File: src/rtl/wave_gen.sv
// wave_gen: square/pulse/sawtooth/triangle generator whose config changes only at waveform wrap
// Ports:
//   base_freq        clock, all state changes on its rising edge
//   rst_n            asynchronous active-low reset
//   en               run enable; low holds phase and outputs at zero
//   load             strobe capturing mode/period/duty into the pending config
//   mode             0 square, 1 pulse, 2 sawtooth, 3 triangle
//   period           waveform length in clocks (0 = 2^PHASE_W, 1 = 2)
//   duty             pulse-mode high count in clocks
//   wave_out         registered sample, one clock behind the phase it shows
//   wrap             registered marker for the phase-0 sample
module wave_gen #(
  parameter int OUT_W   = 4,
  parameter int PHASE_W = 6
) (
  input  logic               base_freq,
  input  logic               rst_n,
  input  logic               en,
  input  logic               load,
  input  logic [1:0]         mode,
  input  logic [PHASE_W-1:0] period,
  input  logic [PHASE_W-1:0] duty,
  output logic [OUT_W-1:0]   wave_out,
  output logic               wrap
);
  logic [1:0]         mode_p, mode_a;
  logic [PHASE_W:0]   n_p, n_a, n_in;
  logic [PHASE_W-1:0] duty_p, duty_a, phase;
  logic [OUT_W-1:0]   f, tri_v;
  logic               last, take;
  // Period is held one bit wider so 2^PHASE_W is representable and wraps correctly
  assign n_in  = period == '0 ? {1'b1, {PHASE_W{1'b0}}}
               : period == PHASE_W'(1) ? (PHASE_W+1)'(2) : {1'b0, period};
  assign last  = {1'b0, phase} == n_a - (PHASE_W+1)'(1);
  // Active config is refreshed only between waveform periods or while idle; a
  // load on that same edge bypasses the pending registers
  assign take  = !en || last;
  assign tri_v = phase[PHASE_W-2 -: OUT_W];
  always_comb
    f = mode_a == 2'd0 ? (({1'b0, phase} < (n_a >> 1)) ? '0 : '1)
      : mode_a == 2'd1 ? ((phase < duty_a) ? '1 : '0)
      : mode_a == 2'd2 ? phase[PHASE_W-1 -: OUT_W]
      : (phase[PHASE_W-1] ? ~tri_v : tri_v);
  always_ff @(posedge base_freq or negedge rst_n)
    if (!rst_n) begin
      mode_p   <= '0;
      mode_a   <= '0;
      n_p      <= (PHASE_W+1)'(32);
      n_a      <= (PHASE_W+1)'(32);
      duty_p   <= PHASE_W'(16);
      duty_a   <= PHASE_W'(16);
      phase    <= '0;
      wave_out <= '0;
      wrap     <= 1'b0;
    end else begin
      if (load) begin
        mode_p <= mode;
        n_p    <= n_in;
        duty_p <= duty;
      end
      if (take) begin
        mode_a <= load ? mode : mode_p;
        n_a    <= load ? n_in : n_p;
        duty_a <= load ? duty : duty_p;
      end
      phase    <= take ? '0 : phase + PHASE_W'(1);
      wave_out <= en ? f : '0;
      wrap     <= en && phase == '0;
    end
endmodule
File: config.mk
export PLATFORM = sky130hd
export DESIGN_NAME = wave_gen
export DESIGN_NICKNAME = d
export VERILOG_FILES = /design/src/rtl/wave_gen.sv
export SDC_FILE = /design/constraint.sdc
export NUM_CORES = 1
export LEC_CHECK = 0
export CAP_MARGIN = 25
export CORE_MARGIN = 2
export CORE_UTILIZATION = 60
export CTS_CLUSTER_DIAMETER = 40
export DETAILED_ROUTE_END_ITERATION = 10
export PLACE_DENSITY = 0.91
export REMOVE_ABC_BUFFERS = 1
export SLEW_MARGIN = 15
export SYNTH_ARGS = -nofsm -noshare
export SYNTH_HDL_FRONTEND = slang
export SYNTH_SLANG_ARGS = --single-unit
File: constraint.sdc
create_clock -name base_freq -period 3.78 [get_ports base_freq]
set_input_delay 0.756 -clock base_freq [delete_from_list [all_inputs] [get_ports base_freq]]
set_output_delay 0.756 -clock base_freq [all_outputs]
set_load 0.02 [all_outputs]
==> results.toml, run 1 <==
[sta]
hold_viol = 0
worst_pin_slew_ps = 889.7
fin_ws_ps = 1200
fmax_ghz = 0.3876
max_slew_margin_pct = 40.69
finalSetupViolations = 0
finalCritPeriodShare_pct = 68.26
setup_tns_ps = 0
clock_skew_ps = 9.257
final.min_clock_period_ps = 2580
rsz0062_at_grt = "no"
drv_slew = 0

[pwr]
p_per_area_mw_per_mm2 = 511.1
p_leak_nw = 1.207
peakVddDrop_v = 0.0002307
finalPower_mw = 1.332

[worst_hold_path]
worstHoldPathCells = 1
min_path_type = "reg -> reg"

[clock_tree]
cts_buffer_depth = 2
post_cts_buffers = 0
numCtsBuffers = 5
clk_pin_slew_worst_paths_ps = 80
clk_latency_ps = 300
cts_hold_buf = 0
cts_tree = "built"
h-tree-depth = 2
cts_sinks = 41
cts-root-buf = "clkbuf_8"
cts_resized = 0

[drt]
routed_via_density = 5.625
finalWirelength_um = 4228
ant_nets = 0
drc = 0
wl_per_cell_um = 15.54
drt_iter0_markers = 101
vias = 1530
detail_route.first_pass.iterations = 4

[final_layout]
layout-drive-gt1-share_pct = 20.54
fill_cells = 259
final_core_util_pct = 71.73
antenna_cells = 0
nets = 255
regArea_sq_mm = 0.001031
multi_input_area_sq_mm = 0.001087
syn_to_final_growth_pct = 15.98

[placed_design]
port_buffers = 22
pre_cts_ws_ps = 1180
gp_congestion = 0.8787
dp_hpwl_um = 2886

[job]
drv_cap = 0

[yosys]
ys_seq_elements = 41
synth_edf_count = 0
netlist_area_sq_mm = 0.002247
synthFlopType = "dfrtp_1"
async_flop_share_pct = 100.0
ys_seq_area_share_pct = 45.88
yosysUniqueCellTypes = 39
yosys_warnings = 0
synthCells = 201
syn_avg_cell_area_sq_um = 11.18

[die]
die_y_um = 65.20
start_util_pct = 61.85
fp-row-count = 22
coreArea_sq_mm = 0.003633
die_w_um = 65.20
die-area_sq_mm = 0.004251
ios = 23

[worst_setup_path]
critPathMaxFanout = 20
worstPathArrival_ps = 2760
r2r_cells = 9
critPathCaptureType = "register"
cp-start-kind = "register"
required_ps = 3960
crit_type = "reg -> reg"

[global_route]
grtUsageMet2_pct = 38.01
grt_pass1_vias = 1585
use_met1_pct = 28.70
busiest_layer = "met2"
gr-total-overflow = 0
grt.total_usage_pct = 23.33
grt_max_degree = 42
grt_pass1_wl_um = 7369
antenna_found_initial = 0
use_met3_pct = 6.164

[outcome]
outcome = "finished clean"
[cell families after synthesis]
family	after synthesis	share of synthesized area, %
buffers and inverters	27	5.735
DFF	41	45.88
adders and majority gates	14	7.795
muxes	28	16.54
AOI/OAI and AO/OA	34	9.744
and+or+nand+nor	44	9.243
xor gates and xnor gates	13	5.067
[flip-flops by register name, indices dropped and copies added, names as in the netlist]
| register | count |
|---|---|
| duty_a | 6 |
| duty_p | 6 |
| mode_a | 2 |
| mode_p | 2 |
| n_a | 7 |
| n_p | 7 |
| phase | 6 |
| wave_out | 4 |
| wrap | 1 |
[worst paths after layout]
kind | startpoint | to | slack [ps]
worst max register to register | n_a[0]$_DFFE_PN0P_ | duty_a[1]$_DFFE_PN0P_ | 1200
worst min-delay path | mode_p[0]$_DFF_PN0_ | mode_p[0]$_DFF_PN0_ | 500
worst max-delay path | n_a[0]$_DFFE_PN0P_ | duty_a[1]$_DFFE_PN0P_ | 1200
max in group asynchronous | rst_n | phase[2]$_DFF_PN0_ | 2650
min in group asynchronous | rst_n | phase[1]$_DFF_PN0_ | 580
worst min register to register | mode_p[0]$_DFF_PN0_ | mode_p[0]$_DFF_PN0_ | 500
[where the power goes]
group          leakage [nW]  internal, mW  switching [mW]
Sequential            0.497         0.510          0.0743
Clock                0.0681         0.262           0.153
Combinational         0.642         0.178           0.155
[per-layer routing]
metal  vias up  routed length (um)
met3        13                 178
met5         -                   0
met4         0                  98
met1       746                1896
li1        730                   -
met2        41                2054
[stage by stage]
step | std cells | cell area, sq um | hold slack, ps
final | 272 | 2606 | 503.2
after CTS | 272 | 2606 | 508.0
after detailed placement | 264 | 2472 | 489.9
after floorplan | 193 | 2190 | 460.4
after global routing | 272 | 2606 | 519.6
after global placement | 264 | 2472 | 484.3
[layout by cell type, fill, tap and decap left out, types with 2 or more instances in the layout]
cell type and instances:
dfrtp_1 37, clkdlybuf4s50_1 21, inv_1 19, mux2_4 15
ha_1 14, nand2_1 13, mux2_2 13, nor2_1 12
a21oi_1 10, xnor2_1 8, o21ai_0 8, nand3_1 6
xor2_1 5, clkbuf_8 5, dfstp_2 4, nand2b_1 3
o21a_1 2, nor2b_1 2, o31ai_1 2, nor3_1 2
and2_1 2, o22ai_1 2, bufinv_16 2
[layout make-up]
cell class / instances / share of cell area (%)
clock buffer: 5 / 2.640
clock inverter: 3 / 2.496
inverter: 19 / 2.736
multi-input combinational: 133 / 41.72
sequential: 41 / 39.56
tap: 48 / 2.304
timing repair buffer: 23 / 8.545
[critical path, stage by stage, from the launching register on]
cell and delay (ps):
dfrtp_1 430, inv_1 70, ha_1 270, and2_1 190, o21ai_0 240, a21oi_1 120, a311o_1 320, a21oi_2 140
buf_4 340, mux2_4 340
[cells in the mapped netlist (2+ instances only)]
library cell | instances | area [sq um]
dfstp_2 | 4 | 105.1
o21a_1 | 2 | 15.01
mux2_4 | 15 | 225.2
xor2_1 | 5 | 43.79
a21oi_1 | 10 | 50.05
nor2b_1 | 2 | 12.51
clkbuf_1 | 2 | 7.510
nor3_1 | 2 | 10.01
nand2b_1 | 3 | 18.77
inv_1 | 19 | 71.32
nand2_1 | 13 | 48.80
mux2_2 | 13 | 146.4
nor2_1 | 12 | 45.04
nand3_1 | 6 | 30.03
and2_1 | 2 | 12.51
xnor2_1 | 8 | 70.07
o31ai_1 | 2 | 15.01
dfrtp_1 | 37 | 925.9
o21ai_0 | 8 | 40.04
buf_6 | 3 | 33.78
o22ai_1 | 2 | 12.51
ha_1 | 14 | 175.2
(Power assumes the default switching activity.)
==> run 2: changes to the inputs <==
--- a/config.mk
+++ b/config.mk
@@ -7,10 +7,10 @@
 export LEC_CHECK = 0
 export CAP_MARGIN = 25
 export CORE_MARGIN = 2
-export CORE_UTILIZATION = 60
+export CORE_UTILIZATION = 56
 export CTS_CLUSTER_DIAMETER = 40
 export DETAILED_ROUTE_END_ITERATION = 10
-export PLACE_DENSITY = 0.91
+export PLACE_DENSITY = 0.86
 export REMOVE_ABC_BUFFERS = 1
 export SLEW_MARGIN = 15
 export SYNTH_ARGS = -nofsm -noshare
==> constraint.sdc (replaced) <==
create_clock -name base_freq -period 2.61 [get_ports base_freq]
set_input_delay 0.522 -clock base_freq [delete_from_list [all_inputs] [get_ports base_freq]]
set_output_delay 0.522 -clock base_freq [all_outputs]
set_load 0.02 [all_outputs]
==> run 2 against run 1 <==
Wire length grew 0.33%. Highest routed layer unchanged. Die area grew 6.7%. Non-clock buffer count up 4.
==> results.toml, run 2 (synthesis gave the netlist of run 1 again) <==
[die]
coreArea_sq_mm = 0.003943
ios = 23
fp-row-count = 23
die_w_um = 67.35
die-area_sq_mm = 0.004535
die_y_um = 67.35
start_util_pct = 57.00

[pwr]
seq_power_share_pct = 48.0
pwr-share-clk_pct = 23.7
p_sw_share_pct = 30.52
p_sw_uw = 536.7
peakVddDrop_v = 0.0004689
p_per_area_mw_per_mm2 = 674.4
p_leak_nw = 1.209
p_int_mw = 1.222
combPwrFrac_pct = 28.3

[outcome]
outcome = "finished clean"

[sta]
clock_skew_ps = 10.36
finalCritPeriodShare_pct = 94.62
finalSetupViolations = 0
hold_viol = 0
fmax_ghz = 0.4049
worst_pin_slew_ps = 902.1
final.min_clock_period_ps = 2470
max_slew_margin_pct = 39.86
drv_slew = 0
rsz0062_at_grt = "no"

[worst_setup_path]
required_ps = 2780
critPathCaptureType = "register"
rr_endpoint = "duty_a[3]$_DFFE_PN0P_"
r2r_cells = 9
cp-start-kind = "register"
worstPathArrival_ps = 2640
r2r-start = "n_a[0]$_DFFE_PN0P_"
crit_type = "reg -> reg"
rrSetupSlack_ps = 140
critPathMaxFanout = 17

[global_route]
grt_pass1_wl_um = 7003
grt_pass1_vias = 1483
grt_max_degree = 42
gr-total-overflow = 0
grt.total_usage_pct = 21.16
antenna_found_initial = 0

[final_layout]
final_cell_mix = "dfrtp_1, clkdlybuf4s50_1, inv_1"
layout-drive-gt1-share_pct = 21.05
syn_to_final_growth_pct = 16.04
final_common_cell = "dfrtp_1"
regArea_sq_mm = 0.001031
final_core_util_pct = 66.14
antenna_cells = 0
finalNonFillerCells = 278
stdcell_area_sq_mm = 0.002608
fill_cells = 285
nets = 259
top_regs = "n_a: 7 flops, n_p: 7 flops"
multi_input_area_sq_mm = 0.001087

[clock_tree]
cts-root-buf = "clkbuf_8"
clk_pin_slew_worst_paths_ps = 80
cts_tree = "built"
cts_buffer_depth = 2
numCtsBuffers = 5
cts_sinks = 41
cts_hold_buf = 0
clk_latency_ps = 290
post_cts_buffers = 0
cts_resized = 0
h-tree-depth = 2

[drt]
finalWirelength_um = 4242
drc = 0
wl_per_cell_um = 15.26
routed_via_density = 5.446
drt_iter0_markers = 65
vias = 1514
ant_nets = 0
detail_route.first_pass.iterations = 4

[placed_design]
dp_hpwl_um = 3092
placed_cell_area_sq_mm = 0.002517
gp_congestion = 0.8412
port_buffers = 22
dp.cells = 270

[job]
drv_cap = 0

[worst_hold_path]
min_path_type = "in -> async"
-- run 2: changes by cell type in the layout (fill, tap and decap cells not counted) --
| cell | change |
|---|---|
| clkbuf_8 | +1 |
| buf_4 | +3 |
| bufinv_16 | -2 |
| clkbuf_1 | +2 |
| clkinv_2 | -1 |
| buf_12 | +1 |
-- run 2: worst max path at each step --
stage                     slack [ps]                from               endpoint  cells after the start
after global routing              70  n_a[0]$_DFFE_PN0P_     n_a[3]$_DFFE_PN0P_                      9
after floorplan                  -50  n_a[0]$_DFFE_PN0P_  duty_a[0]$_DFFE_PN0P_                      8
after CTS                        190  n_a[0]$_DFFE_PN0P_     n_a[2]$_DFFE_PN0P_                      9
final                            140  n_a[0]$_DFFE_PN0P_  duty_a[3]$_DFFE_PN0P_                      9
after detailed placement         230  n_a[0]$_DFFE_PN0P_  duty_a[1]$_DFFE_PN0P_                      9
after global placement           340                  en  duty_a[0]$_DFFE_PN0P_                      6
-- run 2: final cells by class --
| type | instances | area share [%] |
|---|---|---|
| clock buffer | 8 | 3.455 |
| multi-input combinational | 133 | 41.70 |
| inverter | 19 | 2.735 |
| tap | 50 | 2.399 |
| timing repair buffer | 27 | 10.17 |
| sequential | 41 | 39.54 |
-- run 2: per-stage QoR --
stage               power (mW)  hold WS [ps]  TNS [ps]  setup slack [ps]
global placement         1.321         478.9         0             336.7
floorplan                1.163         226.4    -642.0            -48.36
detailed placement       1.349         486.8         0             229.7
global route             1.852         433.4         0             65.69
finish                   1.759         362.4         0             140.5
CTS                      1.771         390.7         0             186.6
-- run 2: worst max-delay path: stages, from the launching register on --
cell	delay [ps]
dfrtp_1	450
inv_1	90
ha_1	250
nand2_1	80
o31ai_1	210
nand4_1	120
a311o_1	370
a21oi_2	260
buf_12	210
mux2_4	310
-- run 2: metal layers --
layer	track usage (%)	vias to the layer above	share of wire, %
li1	-	735	-
met1	26.47	733	44
met2	36.76	37	51
met3	4.667	9	3.5
met4	6.122	0	1.6
met5	0	-	0
-- run 2: power groups by stage --
| stage | clock, mW | sequential (mW) | combinational, mW |
|---|---|---|---|
| finish | 0.418 | 0.844 | 0.497 |
| global route | 0.448 | 0.856 | 0.547 |
| CTS | 0.427 | 0.841 | 0.502 |
| detailed placement | 0 | 0.852 | 0.497 |
| global placement | 0 | 0.845 | 0.476 |
| floorplan | 0 | 0.846 | 0.317 |
==> run 3: changes to the inputs <==
--- a/config.mk
+++ b/config.mk
@@ -7,12 +7,11 @@
 export LEC_CHECK = 0
 export CAP_MARGIN = 25
 export CORE_MARGIN = 2
-export CORE_UTILIZATION = 56
+export CORE_UTILIZATION = 60
 export CTS_CLUSTER_DIAMETER = 40
 export DETAILED_ROUTE_END_ITERATION = 10
-export PLACE_DENSITY = 0.86
+export PLACE_DENSITY = 0.91
 export REMOVE_ABC_BUFFERS = 1
-export SLEW_MARGIN = 15
 export SYNTH_ARGS = -nofsm -noshare
 export SYNTH_HDL_FRONTEND = slang
 export SYNTH_SLANG_ARGS = --single-unit
==> constraint.sdc (replaced) <==
create_clock -name base_freq -period 3.12 [get_ports base_freq]
set_input_delay 0.624 -clock base_freq [delete_from_list [all_inputs] [get_ports base_freq]]
set_output_delay 0.624 -clock base_freq [all_outputs]
set_load 0.02 [all_outputs]
==> run 3 against run 2 <==
Wire length fell by 1.8%. Register-to-register slack improved by 480 ps. Via count rose by 0.59%. Critical path type unchanged. Highest routed layer unchanged.
==> results.toml, run 3 (synthesis gave the netlist of run 1 again) <==
[pwr]
p_per_area_mw_per_mm2 = 597.5
peakVddDrop_v = 0.0003311
p_leak_nw = 1.197
finalPower_mw = 1.547

[global_route]
antenna_found_initial = 0
grt_max_degree = 42
grt_pass1_vias = 1491
gr-total-overflow = 0
grt.total_usage_pct = 22.91
grt_pass1_wl_um = 7334

[drt]
finalWirelength_um = 4166
drt_iter0_markers = 88
vias = 1523
drc = 0
ant_nets = 0
detail_route.first_pass.iterations = 4
wl_per_cell_um = 15.32
routed_via_density = 5.599

[worst_setup_path]
critPathMaxFanout = 20
critPathSlowestCell = "dfrtp_1"
critPathMaxStageDelay_ps = 440
crit_chain = "inv_1, ha_1, nand2_1, o31ai_1, nand4_1, a311o_1, a21oi_2, buf_4, mux2_4"
worstPathArrival_ps = 2670
crit_type = "reg -> reg"
critPathCaptureType = "register"
rrSetupSlack_ps = 620
required_ps = 3290
cp-start-kind = "register"

[sta]
max_slew_margin_pct = 41.96
drv_slew = 0
clock_skew_ps = 3.732
finalCritPeriodShare_pct = 80.08
finalSetupViolations = 0
worst_pin_slew_ps = 870.6
rsz0062_at_grt = "no"
holdWs_ps = 448.3
hold_viol = 0
fmax_ghz = 0.4003
setup_tns_ps = 0
final.min_clock_period_ps = 2498

[final_layout]
final_cell_mix = "dfrtp_1, clkdlybuf4s50_1, inv_1"
final_core_util_pct = 71.25
stdcell_area_sq_mm = 0.002589
nets = 255
syn_to_final_growth_pct = 15.20
fill_cells = 259
antenna_cells = 0
final_common_cell = "dfrtp_1"
layout-drive-gt1-share_pct = 20.09
top_regs = "n_a: 7 flops, n_p: 7 flops"

[placed_design]
gp_congestion = 0.8800
placed_cell_area_sq_mm = 0.002472
dp_hpwl_um = 2829
port_buffers = 22

[clock_tree]
cts_hold_buf = 0
numCtsBuffers = 5
cts_buffer_depth = 2
cts-root-buf = "clkbuf_8"
cts_sinks = 41
clk_pin_slew_worst_paths_ps = 80
post_cts_buffers = 0
h-tree-depth = 2
cts_tree = "built"
clk_latency_ps = 290
cts_resized = 0

[die]
die-area_sq_mm = 0.004251
start_util_pct = 61.85
ios = 23
fp-row-count = 22
die_w_um = 65.20
coreArea_sq_mm = 0.003633
die_y_um = 65.20

[job]
drv_cap = 0

[outcome]
outcome = "finished clean"

[worst_hold_path]
min_path_type = "in -> async"
run 3: worst paths after layout:
path,startpoint,endpoint,cells after the start
max,n_a[0]$_DFFE_PN0P_,duty_a[5]$_DFFE_PN0P_,9
min,rst_n,n_p[4]$_DFF_PN0_,1
min in group base_freq,duty_p[3]$_DFF_PN0_,duty_p[3]$_DFF_PN0_,1
min reg2reg,duty_p[3]$_DFF_PN0_,duty_p[3]$_DFF_PN0_,1
max reg2reg,n_a[0]$_DFFE_PN0P_,duty_a[5]$_DFFE_PN0P_,9
max in group asynchronous,rst_n,phase[4]$_DFF_PN0_,1
run 3: area by class of cell:
type | count | area [sq um] | share of cell area, %
clock inverters | 1 | 30.03 | 1.160
well taps | 48 | 60.06 | 2.320
clock buffers | 7 | 86.33 | 3.335
repair buffers | 23 | 222.7 | 8.603
multi-input cells | 133 | 1087 | 42.00
flip-flops and latches | 41 | 1031 | 39.83
inverters | 19 | 71.32 | 2.755
run 3: metrics by stage:
step	setup slack (ps)	instances
finish	621.6	272
global route	406.8	272
CTS	624.7	272
detailed placement	662.2	264
global placement	704.6	264
floorplan	461.6	193
run 3: power breakdown:
group	internal [mW]	switching (mW)	total (mW)	leakage (nW)
sequential	0.618	0.0913	0.710	0.497
combinational	0.216	0.186	0.402	0.642
clock	0.261	0.175	0.435	0.0585
total	1.10	0.452	1.55	1.20
run 3: layer usage:
layer	wire [um]	share of wire (%)	global-route usage, %
met1	1885	45	29.59
met2	1994	48	37.12
met3	143	3.4	4.966
met4	142	3.4	10.16
met5	0	0	0
run 3: worst max-delay path: cells and delay by family, from the launching register on:
family / cells / cell delay [ps]
multiplexers: 1 / 330
adder cells (fa/ha/maj): 1 / 270
flip-flops: 1 / 440
AO/OA/AOI/OAI: 3 / 710
AND/OR/NAND/NOR: 2 / 210
buffers and inverters: 2 / 410
